File: src/rtl/i2c_sub_controller.sv
// i2c_sub_controller -- I2C target-side byte/ACK sequencer clocked directly by SCL.
//
// Rising SCL edges advance the FSM and sample SDA. Falling edges update the SDA
// pull-down so the line only changes while SCL is low.
//
// Ports
//   scl            serial clock (only clock)    rst         async reset, active low
//   sda            sampled serial data          start/stop  condition flags, valid at the next rising edge
//   address_match  address checker result       read_bit/write_bit  direction from the address checker
//   read_address   high while the address byte is shifting
//   clock_count    bit index 0..7 inside a byte
//   sda_oe         1 pulls SDA low
//   rx_data/rx_valid/rx_ack   received write byte, valid flag, consume strobe
//   tx_data/tx_req            read byte source and one-cycle request pulse
//   busy           high in every state except IDLE
//
// Optional build macro I2C_NACK_ON_OVERRUN_EN: NACK a write byte that lands while
// rx_valid is still set, and keep the old rx_data.
module i2c_sub_controller #(
  parameter int MAX_BYTES = 16
) (
  input  logic       scl,
  input  logic       rst,
  input  logic       sda,
  input  logic       start,
  input  logic       stop,
  input  logic       address_match,
  input  logic       read_bit,
  input  logic       write_bit,
  output logic       read_address,
  output logic [3:0] clock_count,
  output logic       sda_oe,
  output logic [7:0] rx_data,
  output logic       rx_valid,
  input  logic       rx_ack,
  input  logic [7:0] tx_data,
  output logic       tx_req,
  output logic       busy
);

  typedef enum logic [2:0] {IDLE, ADDR, ADDR_ACK, WR_DATA, WR_ACK, RD_DATA, RD_ACK} state_e;

  state_e     state_q, state_d;
  logic [3:0] cnt_q, cnt_d;
  logic [7:0] byte_q, byte_d;
  logic [7:0] rx_sr_q, rx_sr_d;
  logic [7:0] rx_data_q, rx_data_d;
  logic       rx_valid_q, rx_valid_d;
  logic [7:0] tx_sr_q, tx_sr_d;
  logic       tx_req_q, tx_req_d;
  logic       wr_nack_q, wr_nack_d;
  logic       rd_q, rd_d, wr_q, wr_d;
  logic       oe_q, oe_d;
  logic       byte_full, overrun;
  logic [7:0] rx_byte;

  assign byte_full = (byte_q == 8'(MAX_BYTES));
  assign rx_byte   = {rx_sr_q[6:0], sda};

`ifdef I2C_NACK_ON_OVERRUN_EN
  assign overrun = rx_valid_q;
`else
  assign overrun = 1'b0;
`endif

  always_ff @(posedge scl or negedge rst) begin
    if (!rst) begin
      state_q    <= IDLE;
      cnt_q      <= '0;
      byte_q     <= '0;
      rx_sr_q    <= '0;
      rx_data_q  <= '0;
      rx_valid_q <= 1'b0;
      tx_sr_q    <= '0;
      tx_req_q   <= 1'b0;
      wr_nack_q  <= 1'b0;
      rd_q       <= 1'b0;
      wr_q       <= 1'b0;
    end else begin
      state_q    <= state_d;
      cnt_q      <= cnt_d;
      byte_q     <= byte_d;
      rx_sr_q    <= rx_sr_d;
      rx_data_q  <= rx_data_d;
      rx_valid_q <= rx_valid_d;
      tx_sr_q    <= tx_sr_d;
      tx_req_q   <= tx_req_d;
      wr_nack_q  <= wr_nack_d;
      rd_q       <= rd_d;
      wr_q       <= wr_d;
    end
  end

  always_comb begin
    state_d    = state_q;
    cnt_d      = cnt_q;
    byte_d     = byte_q;
    rx_sr_d    = rx_sr_q;
    rx_data_d  = rx_data_q;
    rx_valid_d = rx_valid_q & ~rx_ack;
    tx_sr_d    = tx_sr_q;
    tx_req_d   = 1'b0;
    wr_nack_d  = wr_nack_q;
    rd_d       = rd_q;
    wr_d       = wr_q;
    if (start) begin
      // START and repeated START both restart the address phase; start beats stop.
      state_d = ADDR;
      cnt_d   = '0;
      byte_d  = '0;
    end else if (stop) begin
      state_d = IDLE;
    end else begin
      case (state_q)
        ADDR: begin
          cnt_d = cnt_q + 4'd1;
          if (cnt_q == 4'd7) begin
            cnt_d = '0;
            if (address_match) begin
              state_d  = ADDR_ACK;
              rd_d     = read_bit;
              wr_d     = write_bit;
              // Request the first read byte so it is ready at the ADDR_ACK exit.
              tx_req_d = read_bit;
            end else begin
              state_d = IDLE;
            end
          end
        end
        ADDR_ACK: begin
          if (wr_q) begin
            state_d = WR_DATA;
          end else if (rd_q) begin
            state_d = RD_DATA;
            tx_sr_d = tx_data;
          end else begin
            state_d = IDLE;
          end
        end
        WR_DATA: begin
          cnt_d   = cnt_q + 4'd1;
          rx_sr_d = rx_byte;
          if (cnt_q == 4'd7) begin
            cnt_d     = '0;
            state_d   = WR_ACK;
            wr_nack_d = byte_full | overrun;
            // A NACKed byte is not accepted: rx_data keeps the previous byte.
            if (!(byte_full | overrun)) begin
              rx_data_d  = rx_byte;
              rx_valid_d = 1'b1;
              byte_d     = byte_q + 8'd1;
            end
          end
        end
        WR_ACK: state_d = wr_nack_q ? IDLE : WR_DATA;
        RD_DATA: begin
          cnt_d = cnt_q + 4'd1;
          if (cnt_q == 4'd7) begin
            cnt_d   = '0;
            state_d = RD_ACK;
            if (!byte_full) byte_d = byte_q + 8'd1;
          end
        end
        RD_ACK: begin
          // Master NACK (sda high) or MAX_BYTES already sent ends the read.
          if (sda || byte_full) begin
            state_d = IDLE;
          end else begin
            state_d  = RD_DATA;
            tx_sr_d  = tx_data;
            tx_req_d = 1'b1;
          end
        end
        default: state_d = IDLE;
      endcase
    end
  end

  // SDA drive value for the coming low phase; index ~cnt selects MSB first.
  always_comb begin
    oe_d = 1'b0;
    case (state_q)
      ADDR_ACK: oe_d = 1'b1;
      WR_ACK:   oe_d = ~wr_nack_q;
      RD_DATA:  oe_d = ~tx_sr_q[~cnt_q[2:0]];
      default:  oe_d = 1'b0;
    endcase
  end

  always_ff @(negedge scl or negedge rst) begin
    if (!rst) oe_q <= 1'b0;
    else      oe_q <= oe_d;
  end

  // STOP/START land on a rising edge; gating by state releases SDA right away
  // instead of waiting for the next falling edge.
  assign sda_oe       = oe_q & (state_q != IDLE) & (state_q != ADDR);
  assign read_address = (state_q == ADDR);
  assign clock_count  = cnt_q;
  assign rx_data      = rx_data_q;
  assign rx_valid     = rx_valid_q;
  assign tx_req       = tx_req_q;
  assign busy         = (state_q != IDLE);

endmodule

File: config.mk
export PLATFORM = sky130hd
export DESIGN_NAME = i2c_sub_controller
export DESIGN_NICKNAME = d
export VERILOG_FILES = /design/src/rtl/i2c_sub_controller.sv
export SDC_FILE = /design/constraint.sdc
export NUM_CORES = 1
export LEC_CHECK = 0
export ABC_AREA = 1
export CAP_MARGIN = 25
export CORE_ASPECT_RATIO = 1.2
export CORE_UTILIZATION = 54
export DETAILED_ROUTE_END_ITERATION = 8
export PLACE_DENSITY = 0.83
export SLEW_MARGIN = 10
export SYNTH_ARGS = -nofsm -noshare
export SYNTH_HDL_FRONTEND = slang
export SYNTH_SLANG_ARGS = --single-unit
File: constraint.sdc
create_clock -name scl -period 1.6 [get_ports scl]
set_input_delay 0.48 -clock scl [delete_from_list [all_inputs] [get_ports scl]]
set_output_delay 0.48 -clock scl [all_outputs]
set_load 0.05 [all_outputs]
# Yosys cells after proc, flatten, opt, wreduce, memory -nomap -nowiden

Index checks and enable logic that the tools add are counted.

Output and inout bits: 17
Input bits: 17
Bits in registers: 44
Logic and storage cells: 96

Bitwise operators: 10
Magnitude comparators: 1
Reduce and logical (&&, ||, !) cells: 16
Mux-type cells: 38
Equal/unequal tests: 17
$add $sub $neg: 2

Operators by type and width:

| kind                | number |
|---|---|
| $mux 8              | 8 |
| $mux 3              | 8 |
| $pmux 3 s6          | 1 |
| $mux 4              | 4 |
| $pmux 8 s2          | 1 |
| $mux 1              | 11 |
| $ne 2x2->1 const B  | 5 |
| $reduce_and 5->1    | 2 |
| $eq 3x3->1 const B  | 3 |
| $add 8x1->8 const B | 1 |
| $eq 8x5->1 const B  | 1 |
| $ne 4x4->1 const B  | 2 |
| $reduce_and 4->1    | 2 |
| $reduce_bool 2->1   | 4 |
| $eq 3x2->1 const B  | 2 |
| $not 1->1           | 6 |
| $reduce_and 3->1    | 2 |
| $reduce_and 6->1    | 1 |
| $add 4x1->4 const B | 1 |
| $eq 4x3->1 const B  | 1 |
| $lt 3x4->1 const B  | 1 |
| $mux 2              | 2 |
| $ne 4x3->1 const B  | 1 |
| $and 1x1->1         | 3 |
| other kinds (11)    | 11 |

# Logic depth before layout (Yosys ltp)

Depth in word-level cells: 7
Depth in mapped cells: 10
Mapped depth without buffers: 10

==> flow_summary.json <==
{
  "grt_pass1_vias": 2331,
  "synth.top_cells.by_area": "dfrtp_1 (46%), nand2_1 (15%), nand3_1 (7.3%), inv_1 (5.2%), nor2_1 (3.5%)",
  "clk_pin_slew_ps": 90,
  "synthCells": 288,
  "p_per_area_nw_per_um2": 759,
  "failed_checks": "negative setup slack",
  "grt_max_degree": 44,
  "cts_made_buffers": 5,
  "clk_latency_ps": 300,
  "die_y_um": 74.0,
  "finish.utilization_pct": 87.3,
  "hold_buffers": 0,
  "peakVddDrop_mv": 0.723,
  "slew_viol_final": 0,
  "grt.busiest_layer": "met2",
  "synth_top_area_cell": "dfrtp_1",
  "n_fill_cell": 179,
  "dieArea_um2": 4580,
  "cp.required_ps": 1120,
  "nets": 378,
  "core_um2": 4040,
  "synth_seq_cells": 44,
  "crit_path_start_kind": "flip-flop",
  "p_leak_nw": 1.67,
  "worst_slew_margin_rel_pct": 64.2,
  "synth.distinct_cells": 31,
  "crit_path_end_kind": "output pin",
  "async_flop_share_pct": 100,
  "avgSynthCellArea_um2": 8.09,
  "place_hpwl_mm": 3.68,
  "setup_viol": 37,
  "gp_congestion": 0.858,
  "totalWireLength_mm": 7.73,
  "cts-root-buf": "clkbuf_8",
  "rrSetupSlack_ps": -350,
  "seq_area_frac_synth_pct": 47.2,
  "ys_warn_count": 0,
  "grt_pass1_wl_mm": 11.0,
  "yosysTopAreaCellShare_pct": 46.2,
  "io_buffers": 33,
  "io_pins": 34,
  "worst_slew_pin_slew_ps": 537,
  "drv_cap": 0,
  "cts_buffer_depth": 2,
  "status": "finished, violations left",
  "clock-skew-final_ps": 3.43,
  "r2r_cells": 6,
  "cp.arrival_ps": 1780,
  "cts_tree": "done",
  "drc": 0,
  "drt_iter0_drc": 217,
  "die_width_um": 62.0,
  "path_class": "reg2out",
  "synthesis.nets": 308,
  "timing.final.ws_setup_ps": -663,
  "syn_to_final_growth_pct": 51.0,
  "clock-sinks": 44,
  "grt_usage_pct": 33.5,
  "num_rows": 25,
  "wl_per_cell_um": 18.7,
  "drt_pass1_iterations": 5,
  "ys.flop_type": "dfrtp_1",
  "yosys-top-cells-count": "nand2_1 (95), dfrtp_1 (43), nand3_1 (34)",
  "rsz0062_at_grt": "true",
  "use_met2_pct": 57.2,
  "path_max_fanout": 1,
  "synth_edf_count": 0,
  "fin_setup_tns_ps": -5240,
  "layout-drive-gt1-share_pct": 34.5,
  "routed-via-count": 2429,
  "r2r-end": "oe_q$_DFF_NN0_",
  "htreeDepth": 2,
  "finalHoldViolCount": 0,
  "netlist_area_um2": 2330,
  "met3_usage_pct": 5.91,
  "diodes": 0,
  "grtUsageMet1_pct": 40.0,
  "r2r-start": "clock_count[0]$_DFFE_PN0P_",
  "antenna_found_initial": 0,
  "start_util_pct": 57.8,
  "synth.most_common_cell": "nand2_1",
  "vias_per_cell": 5.88,
  "overflow": 0,
  "hp-class": "in2async",
  "detail-route-antenna-nets": 0
}
-- per-layer routing --
layer | share of wire (%) | wire length [um]
met1 | 36 | 2770
met2 | 53 | 4080
met3 | 6.0 | 466
met4 | 5.3 | 408
met5 | 0 | 0
-- state kept, by name, summed over array words and instances (netlist names) --
signal       count
rx_data          8
byte_q           8
tx_sr_q          8
oe_q             1
rd_q             1
tx_req           1
wr_q             1
wr_nack_q        1
rx_valid         1
state_q          3
rx_sr_q          7
clock_count      4
-- worst max-delay path by stage --
stage                   start     end  depth (start not counted)
6_report       oe_q$_DFF_NN0_  sda_oe                          3
3_5_place_dp   oe_q$_DFF_NN0_  sda_oe                          3
3_3_place_gp   oe_q$_DFF_NN0_  sda_oe                          3
5_1_grt        oe_q$_DFF_NN0_  sda_oe                          3
2_1_floorplan  oe_q$_DFF_NN0_  sda_oe                          2
4_1_cts        oe_q$_DFF_NN0_  sda_oe                          3
-- cell type report --
cell class,instances,area [um2],share of cell area (%)
clock inverter,3,90.1,2.56
multi-input combinational,206,1280,36.4
inverter,33,126,3.59
sequential,44,1100,31.3
clock buffer,5,68.8,1.95
timing repair buffer,68,782,22.2
tap,54,67.6,1.92
-- worst max-delay path, cell delays in order (launching register included) --
cell and delay [ps]:
dfrtn_1 400, inv_2 40, nor2_4 100, buf_12 140
-- cells in the final DEF (no fill, tap or decap), drive strengths merged --
cell and count:
nand3b 2, xnor2 1, nand3 38, nand4 3, bufinv 3, inv 33
dfrtp 43, dfrtn 1, buf 53, nor3b 1, nor3 3, nand2 103
o21ai 23, nor2 25, xor2 3, clkbuf 5, dlygate4sd2 2, o21a 1
ha 3, clkdlybuf4s50 13
-- what timing repair did --
action / CTS / global route
endpoints found under the setup margin: 21 / 41
resized for setup: 27 / 32
pin swaps: 7 / 16
gates cloned: 3 / 0
buffers inserted: 5 / 1
-- kinds of logic (layout without fill, tap and decap cells) --
logic type | count (synthesis) | in the layout | share of synthesized area, %
fa+ha+maj | 3 | 3 | 1.61
simple gates | 172 | 175 | 35.4
xor+xnor | 4 | 4 | 1.50
flops | 44 | 44 | 47.2
buf+inv | 41 | 109 | 7.89
compound gates | 24 | 24 | 6.39
-- metrics by stage --
stage | instances | setup WS (ps) | instance area, um2 | hold slack [ps] | power [mW]
floorplan | 288 | -357 | 2350 | 184 | 1.30
global placement | 397 | -333 | 3080 | 456 | 1.45
detailed placement | 397 | -349 | 3080 | 459 | 1.46
CTS | 412 | -671 | 3400 | 324 | 2.64
global route | 413 | -703 | 3520 | 345 | 2.75
finish | 413 | -663 | 3520 | 301 | 2.67
-- report_power, final --
group	total [mW]	internal [mW]	switching, mW	leakage [nW]
registers	1.16	1.14	0.0228	0.591
logic	0.337	0.141	0.196	1.00
clock network	1.18	0.781	0.396	0.0784
total	2.67	2.06	0.615	1.67
No activity file was read; power rests on OpenSTA's default activity.
